**src/rtl/traceback_walker.sv**
```systemverilog
// traceback_walker: walks the Needleman-Wunsch direction matrix from (N,M) back to (0,0),
// emitting one {A char, B char, move symbol} strobe per step to the Processing stage.
module traceback_walker #(
  parameter int N    = 5,
  parameter int M    = 5,
  parameter int AW_I = 3,
  parameter int AW_J = 3
) (
  input  logic            clk,
  input  logic            rst,
  input  logic            start,
  output logic [AW_I-1:0] dir_i,
  output logic [AW_J-1:0] dir_j,
  output logic            dir_rd_en,
  input  logic [2:0]      dir_data,
  output logic [AW_I-1:0] seqA_addr,
  input  logic [2:0]      seqA_data,
  output logic [AW_J-1:0] seqB_addr,
  input  logic [2:0]      seqB_data,
  output logic            en_traceB,
  output logic [2:0]      SeqA_i_t,
  output logic [2:0]      SeqB_j_t,
  output logic [2:0]      symbol,
  output logic            busy,
  output logic            done,
  output logic            error
);
  localparam logic [1:0] IDLE = 2'd0;
  localparam logic [1:0] READ = 2'd1;
  localparam logic [1:0] EMIT = 2'd2;
  localparam logic [1:0] DONE = 2'd3;
  logic [1:0]      state_q, state_d;
  logic [AW_I-1:0] i_q, i_d, ni;
  logic [AW_J-1:0] j_q, j_d, nj;
  logic [2:0]      a_q, a_d, b_q, b_d, sym_q, sym_d, code;
  logic            en_q, en_d, busy_q, busy_d, done_q, done_d, err_q, err_d;
  logic            ip, jp, legal, rd;
  always_comb begin
    ip    = i_q != '0;
    jp    = j_q != '0;
    rd    = state_q == READ;
    // on the matrix edges the move is forced and the direction read is skipped
    code  = (ip && jp) ? dir_data : (!ip ? 3'b100 : 3'b010);
    legal = code inside {3'b001, 3'b010, 3'b100};
    ni    = (code[0] || code[1]) ? i_q - AW_I'(1) : i_q;
    nj    = (code[0] || code[2]) ? j_q - AW_J'(1) : j_q;
    state_d = state_q;
    i_d     = i_q;
    j_d     = j_q;
    a_d     = a_q;
    b_d     = b_q;
    sym_d   = sym_q;
    en_d    = 1'b0;
    busy_d  = busy_q;
    done_d  = 1'b0;
    err_d   = err_q;
    case (state_q)
      IDLE: if (start) begin
        state_d = READ;
        i_d     = AW_I'(N);
        j_d     = AW_J'(M);
        err_d   = 1'b0;
        busy_d  = 1'b1;
      end
      READ: state_d = EMIT;
      EMIT: if (!legal) begin
        err_d   = 1'b1;
        state_d = DONE;
      end else begin
        a_d     = ip ? seqA_data : 3'b000;
        b_d     = jp ? seqB_data : 3'b000;
        sym_d   = code;
        en_d    = 1'b1;
        i_d     = ni;
        j_d     = nj;
        state_d = (ni == '0 && nj == '0) ? DONE : READ;
      end
      default: begin
        state_d = IDLE;
        busy_d  = 1'b0;
        done_d  = 1'b1;
      end
    endcase
  end
  always_ff @(posedge clk or negedge rst) begin
    if (!rst) begin
      state_q <= IDLE;
      i_q     <= '0;
      j_q     <= '0;
      a_q     <= '0;
      b_q     <= '0;
      sym_q   <= '0;
      en_q    <= 1'b0;
      busy_q  <= 1'b0;
      done_q  <= 1'b0;
      err_q   <= 1'b0;
    end else begin
      state_q <= state_d;
      i_q     <= i_d;
      j_q     <= j_d;
      a_q     <= a_d;
      b_q     <= b_d;
      sym_q   <= sym_d;
      en_q    <= en_d;
      busy_q  <= busy_d;
      done_q  <= done_d;
      err_q   <= err_d;
    end
  end
  assign dir_i     = i_q;
  assign dir_j     = j_q;
  assign dir_rd_en = rd && ip && jp;
  assign seqA_addr = rd ? i_q - AW_I'(1) : '0;
  assign seqB_addr = rd ? j_q - AW_J'(1) : '0;
  assign en_traceB = en_q;
  assign SeqA_i_t  = a_q;
  assign SeqB_j_t  = b_q;
  assign symbol    = sym_q;
  assign busy      = busy_q;
  assign done      = done_q;
  assign error     = err_q;
endmodule
```
**config.mk**
```make
export PLATFORM = sky130hd
export DESIGN_NAME = traceback_walker
export DESIGN_NICKNAME = d
export VERILOG_FILES = /design/src/rtl/traceback_walker.sv
export SDC_FILE = /design/constraint.sdc
export NUM_CORES = 1
export LEC_CHECK = 0
export BUFFER_PORTS_ARGS = -buffer_cell sky130_fd_sc_hd__buf_2
export CORE_ASPECT_RATIO = 0.75
export CORE_UTILIZATION = 51
export CTS_CLUSTER_SIZE = 14
export DETAILED_ROUTE_END_ITERATION = 8
export PLACE_DENSITY = 0.79
export SYNTH_ARGS = -nofsm -noshare
export SYNTH_HDL_FRONTEND = slang
export SYNTH_SLANG_ARGS = --single-unit
```
**constraint.sdc**
```tcl
create_clock -name clk -period 2.65 [get_ports clk]
set_input_delay 0.265 -clock clk [delete_from_list [all_inputs] [get_ports clk]]
set_output_delay 0.265 -clock clk [all_outputs]
set_load 0.005 [all_outputs]
```
==> summary.txt <==
Yosys
  – Library cell with the largest summed area after synthesis: sky130_fd_sc_hd__dfrtp_1
  – Post-Synth Adder-Cell Area: 0.0777
  – Number of instances in the synthesized netlist: 145
  – Area share of the largest cell type after synthesis: 0.408
  – Average cell area after synthesis: 8.89 um2
  – Synth Area in Simple Gates: 0.250
  – Fraction of the mapped netlist area in compound gates: 0.131
  – Proportion of synthesized area in mux cells: 0.0544
  – Count of flip-flops with a built-in enable after synthesis: 0
  – Commonest register cell after synthesis: sky130_fd_sc_hd__dfrtp_1
  – Proportion of synthesized flip-flops having asynchronous set or reset: 1.00
  – Portion of the post-synthesis area used by sequential elements: 0.408
  – Largest family of logic cells by synthesized area: simple AND/OR/NAND/NOR gates
  – Synth Net Count: 165
  – Number of flip-flops and latches in the synthesized netlist: 21
  – Cell area after synthesis: 0.00129 mm2
  – Xor-xnor portion of the synthesized cell area: 0.0204
  – Cell types occupying the most area after synthesis: sky130_fd_sc_hd__dfrtp_1, sky130_fd_sc_hd__ha_1, sky130_fd_sc_hd__nand2_1, sky130_fd_sc_hd__mux2i_1, sky130_fd_sc_hd__a21oi_1
  – Synth warn: 0
  – Post-synthesis cell type count: 36

Timing
  – Worst slew margin relative to its limit: 0.676
  – Count of endpoints failing hold in the final timing report: 0
  – Setup ws final: 0.466 ns
  – Final clock skew: 0.00397 ns
  – Final Max Slew Viols: 0
  – Setup tns final: 0 ns
  – Peak clock frequency supported by timing: 458 MHz
  – Minimum period implied by the final worst setup slack: 2.18 ns
  – RSZ-0062 raised after global routing: no
  – Transition at the pin with the smallest max-transition slack: 0.486 ns
  – Final critical-path share of the clock period: 0.824
  – Number of endpoints failing setup at the final stage: 0

Power and ir drop
  – Proportion of power drawn by the clock network: 0.108
  – Switching part of the total: 0.423
  – P_int: 0.848 mW
  – Leak pwr: 0.794 nW
  – Share of total power in sequential cells: 0.380
  – Worst VDD drop: 0.421 mV
  – Cell Pwr Density: 973 mW/mm2
  – Total net switching power: 0.621 mW
  – Logic pwr share: 0.512

Run
  – Maximum Capacitance Violations: 0

GRT
  – Overall fraction of global-route tracks in use: 0.230
  – Total congestion overflow after global routing: 0
  – Number of global-route vias before repair: 971
  – Largest net degree at the start of global routing: 22
  – Global-route wire length before repair: 4.53 mm
  – Number of antenna violations at the first check in global routing: 0

Setup path
  – Crit path buf inv count: 2
  – Required time of the critical path: 2.89 ns
  – Slack of the worst reg-to-reg path: 0.47 ns
  – Slowest library cell on the worst path: sky130_fd_sc_hd__dfrtp_1
  – R2R Path Start: dir_i[0]$_DFFE_PN0P_
  – Kind of end point of the critical path: flip-flop
  – Family with the most delay on the worst path: simple AND/OR/NAND/NOR gates
  – Largest fanout on the critical path: 14
  – Worst stage delay on the critical path: 0.52 ns
  – Reg-to-reg endpoint: dir_i[1]$_DFFE_PN0P_
  – Category of the worst setup path launch point: flip-flop
  – Critical Path AT: 2.42 ns
  – Cell chain of the critical path: inv_1 -> ha_1 -> nand2b_1 -> o2111ai_2 -> nand2_4 -> inv_4 -> nand3_2 -> mux2i_1
  – Startpoint of the most critical setup path: dir_i[0]$_DFFE_PN0P_
  – Length in cells of the worst reg-to-reg path: 8
  – Startpoint-to-endpoint class of the critical path: reg -> reg

Place
  – Post-DP HPWL: 2.07 mm
  – Number of buffer cells added on primary ports: 37
  – Final Wtd Congestion: 0.846
  – Post-Place Cell Area: 0.00147 mm2
  – Placed cells: 208
  – Post-place setup slack: 0.520 ns

Layout
  – Final layout net count: 200
  – Post-route cell area: 0.00151 mm2
  – Number of antenna repair diodes: 0
  – Area growth, synth to finish: 17.1%
  – Layout Cells excl Fill: 213
  – Fill count: 205
  – Layout cell share with drive strength beyond 1: 0.263

Hold path
  – WHS Path Cells: 3
  – Endpoint, Worst Hold: SeqB_j_t[1]$_DFFE_PN0P_
  – Min-Delay Path Class: in -> reg
  – Min-Delay Startpoint: seqB_data[1]

Floorplanning
  – Die Footprint: 0.00273 mm2
  – Number of ports placed on the die boundary: 38
  – Placement row count: 15
  – Area of the core: 0.00235 mm2
  – Horizontal extent of the die: 60.0 um
  – Height of the die: 45.5 um
  – Initial core utilization: 0.549

Clock tree
  – Maximum level of the CTS H-tree: 1
  – Cell chosen for the clock root: sky130_fd_sc_hd__clkbuf_4
  – Number of buffers added for setup after CTS: 0
  – Clock Sink Count: 21
  – Maximum clock insertion buffer count: 2
  – Reg clk slew, reported paths: 0.12 ns
  – Clock tree from TritonCTS: done
  – Number of buffers added by the clock tree synthesis step: 3
  – Worst-skew pair later-pin latency: 0.31 ns

Route
  – Via density per instance: 5.31
  – Final ANT Viol Nets: 0
  – Number of detailed-routing iterations run before antenna repair: 4
  – Average routed wire per standard cell: 13.0 um
  – Number of vias in the routed layout: 1132
  – Detailed router's first-iteration violation count: 50
  – Total routed wirelength: 2.78 mm
  – Total DRC errors in the routed layout: 0

Run status
  – Status: completed
==> worst register-to-register path, cell delays in order (launching register included) <==
cell                        delay [ns]
sky130_fd_sc_hd__dfrtp_1          0.52
sky130_fd_sc_hd__inv_1            0.11
sky130_fd_sc_hd__ha_1             0.20
sky130_fd_sc_hd__nand2b_1         0.30
sky130_fd_sc_hd__o2111ai_2        0.36
sky130_fd_sc_hd__nand2_4          0.28
sky130_fd_sc_hd__inv_4            0.09
sky130_fd_sc_hd__nand3_2          0.07
sky130_fd_sc_hd__mux2i_1          0.18
==> cell families after synthesis <==
logic type                 after synthesis
AOI/OAI and AO/OA                       26
and+or+nand+nor                         64
DFF                                     21
buffers and inverters                   16
xor gates and xnor gates                 3
adders and majority gates                8
muxes                                    7
==> what timing repair did <==
item	in CTS	in global routing
hold buffers	1	0
hold endpoints to repair	21	0
gates resized for setup	0	0
==> worst max-delay path by stage <==
stage               depth (start not counted)                      to  slack [ns]
CTS                                         8    dir_j[1]$_DFFE_PN0P_        0.47
finish                                      8    dir_i[1]$_DFFE_PN0P_        0.47
global placement                            8    dir_i[1]$_DFFE_PN0P_        0.59
floorplan                                   8  state_q[1]$_DFFE_PN0N_        0.77
global route                                8    dir_i[1]$_DFFE_PN0P_        0.29
detailed placement                          8    dir_j[1]$_DFFE_PN0P_        0.52
==> synth_stat cells, types with 3 or more instances <==
| cell | count |
|---|---|
| sky130_fd_sc_hd__nand2b_1 | 4 |
| sky130_fd_sc_hd__clkbuf_1 | 3 |
| sky130_fd_sc_hd__buf_4 | 3 |
| sky130_fd_sc_hd__o21ai_0 | 5 |
| sky130_fd_sc_hd__nor2b_1 | 6 |
| sky130_fd_sc_hd__dfrtp_1 | 21 |
| sky130_fd_sc_hd__inv_1 | 7 |
| sky130_fd_sc_hd__mux2i_1 | 7 |
| sky130_fd_sc_hd__ha_1 | 8 |
| sky130_fd_sc_hd__a21oi_1 | 8 |
| sky130_fd_sc_hd__nor2_1 | 10 |
| sky130_fd_sc_hd__nand2_1 | 24 |
| sky130_fd_sc_hd__nand3_1 | 8 |
==> layout by cell type, fill, tap and decap left out, types with 2 or more instances in the layout <==
cell / n
sky130_fd_sc_hd__dfrtp_1: 21
sky130_fd_sc_hd__xor2_1: 2
sky130_fd_sc_hd__nand2b_1: 4
sky130_fd_sc_hd__clkbuf_4: 3
sky130_fd_sc_hd__a21boi_0: 2
sky130_fd_sc_hd__o21ai_1: 2
sky130_fd_sc_hd__nand3_1: 8
sky130_fd_sc_hd__nand2_1: 24
sky130_fd_sc_hd__nor4_1: 2
sky130_fd_sc_hd__buf_2: 37
sky130_fd_sc_hd__mux2i_1: 7
sky130_fd_sc_hd__nor2_1: 10
sky130_fd_sc_hd__ha_1: 8
sky130_fd_sc_hd__nand3_2: 2
sky130_fd_sc_hd__and2_1: 2
sky130_fd_sc_hd__inv_1: 7
sky130_fd_sc_hd__nand4_1: 2
sky130_fd_sc_hd__o21ai_0: 5
sky130_fd_sc_hd__a21oi_1: 8
sky130_fd_sc_hd__nor2b_1: 6
==> flip-flops by register name, indices dropped and copies added, names as in the netlist <==
register,count
SeqA_i_t,3
done,1
dir_i,3
dir_j,3
en_traceB,1
error,1
busy,1
state_q,2
symbol,3
SeqB_j_t,3
==> power groups by stage <==
stage / combinational (mW) / clock (mW) / sequential [mW]
floorplan: 0.525 / 0 / 0.536
global placement: 0.724 / 0 / 0.558
detailed placement: 0.746 / 0 / 0.565
CTS: 0.761 / 0.165 / 0.558
global route: 0.859 / 0.180 / 0.579
finish: 0.752 / 0.158 / 0.558
==> per-stage QoR <==
| stage | hold WS, ns | util | total power, mW |
|---|---|---|---|
| global route | 0.164 | 0.643 | 1.62 |
| global placement | 0.247 | 0.628 | 1.28 |
| floorplan | -0.0306 | - | 1.06 |
| finish | 0.170 | 0.643 | 1.47 |
| detailed placement | 0.258 | 0.628 | 1.31 |
| CTS | 0.165 | 0.643 | 1.48 |
==> final cells by class <==
type                       instances  area, um2  share of cell area
multi-input combinational        108        687               0.455
sequential                        21        526               0.348
timing repair buffer              38        195               0.129
tap                               34       42.5              0.0282
inverter                           8       32.5              0.0216
clock buffer                       4       26.3              0.0174
==> per-layer routing <==
layer,track usage,part of all wire,vias up
met2,0.362,0.49,33
met4,0.0651,0.0083,0
met5,0,0,-
li1,-,-,563
met1,0.311,0.44,532
met3,0.0625,0.058,4
No activity file was read; power rests on OpenSTA's default activity.
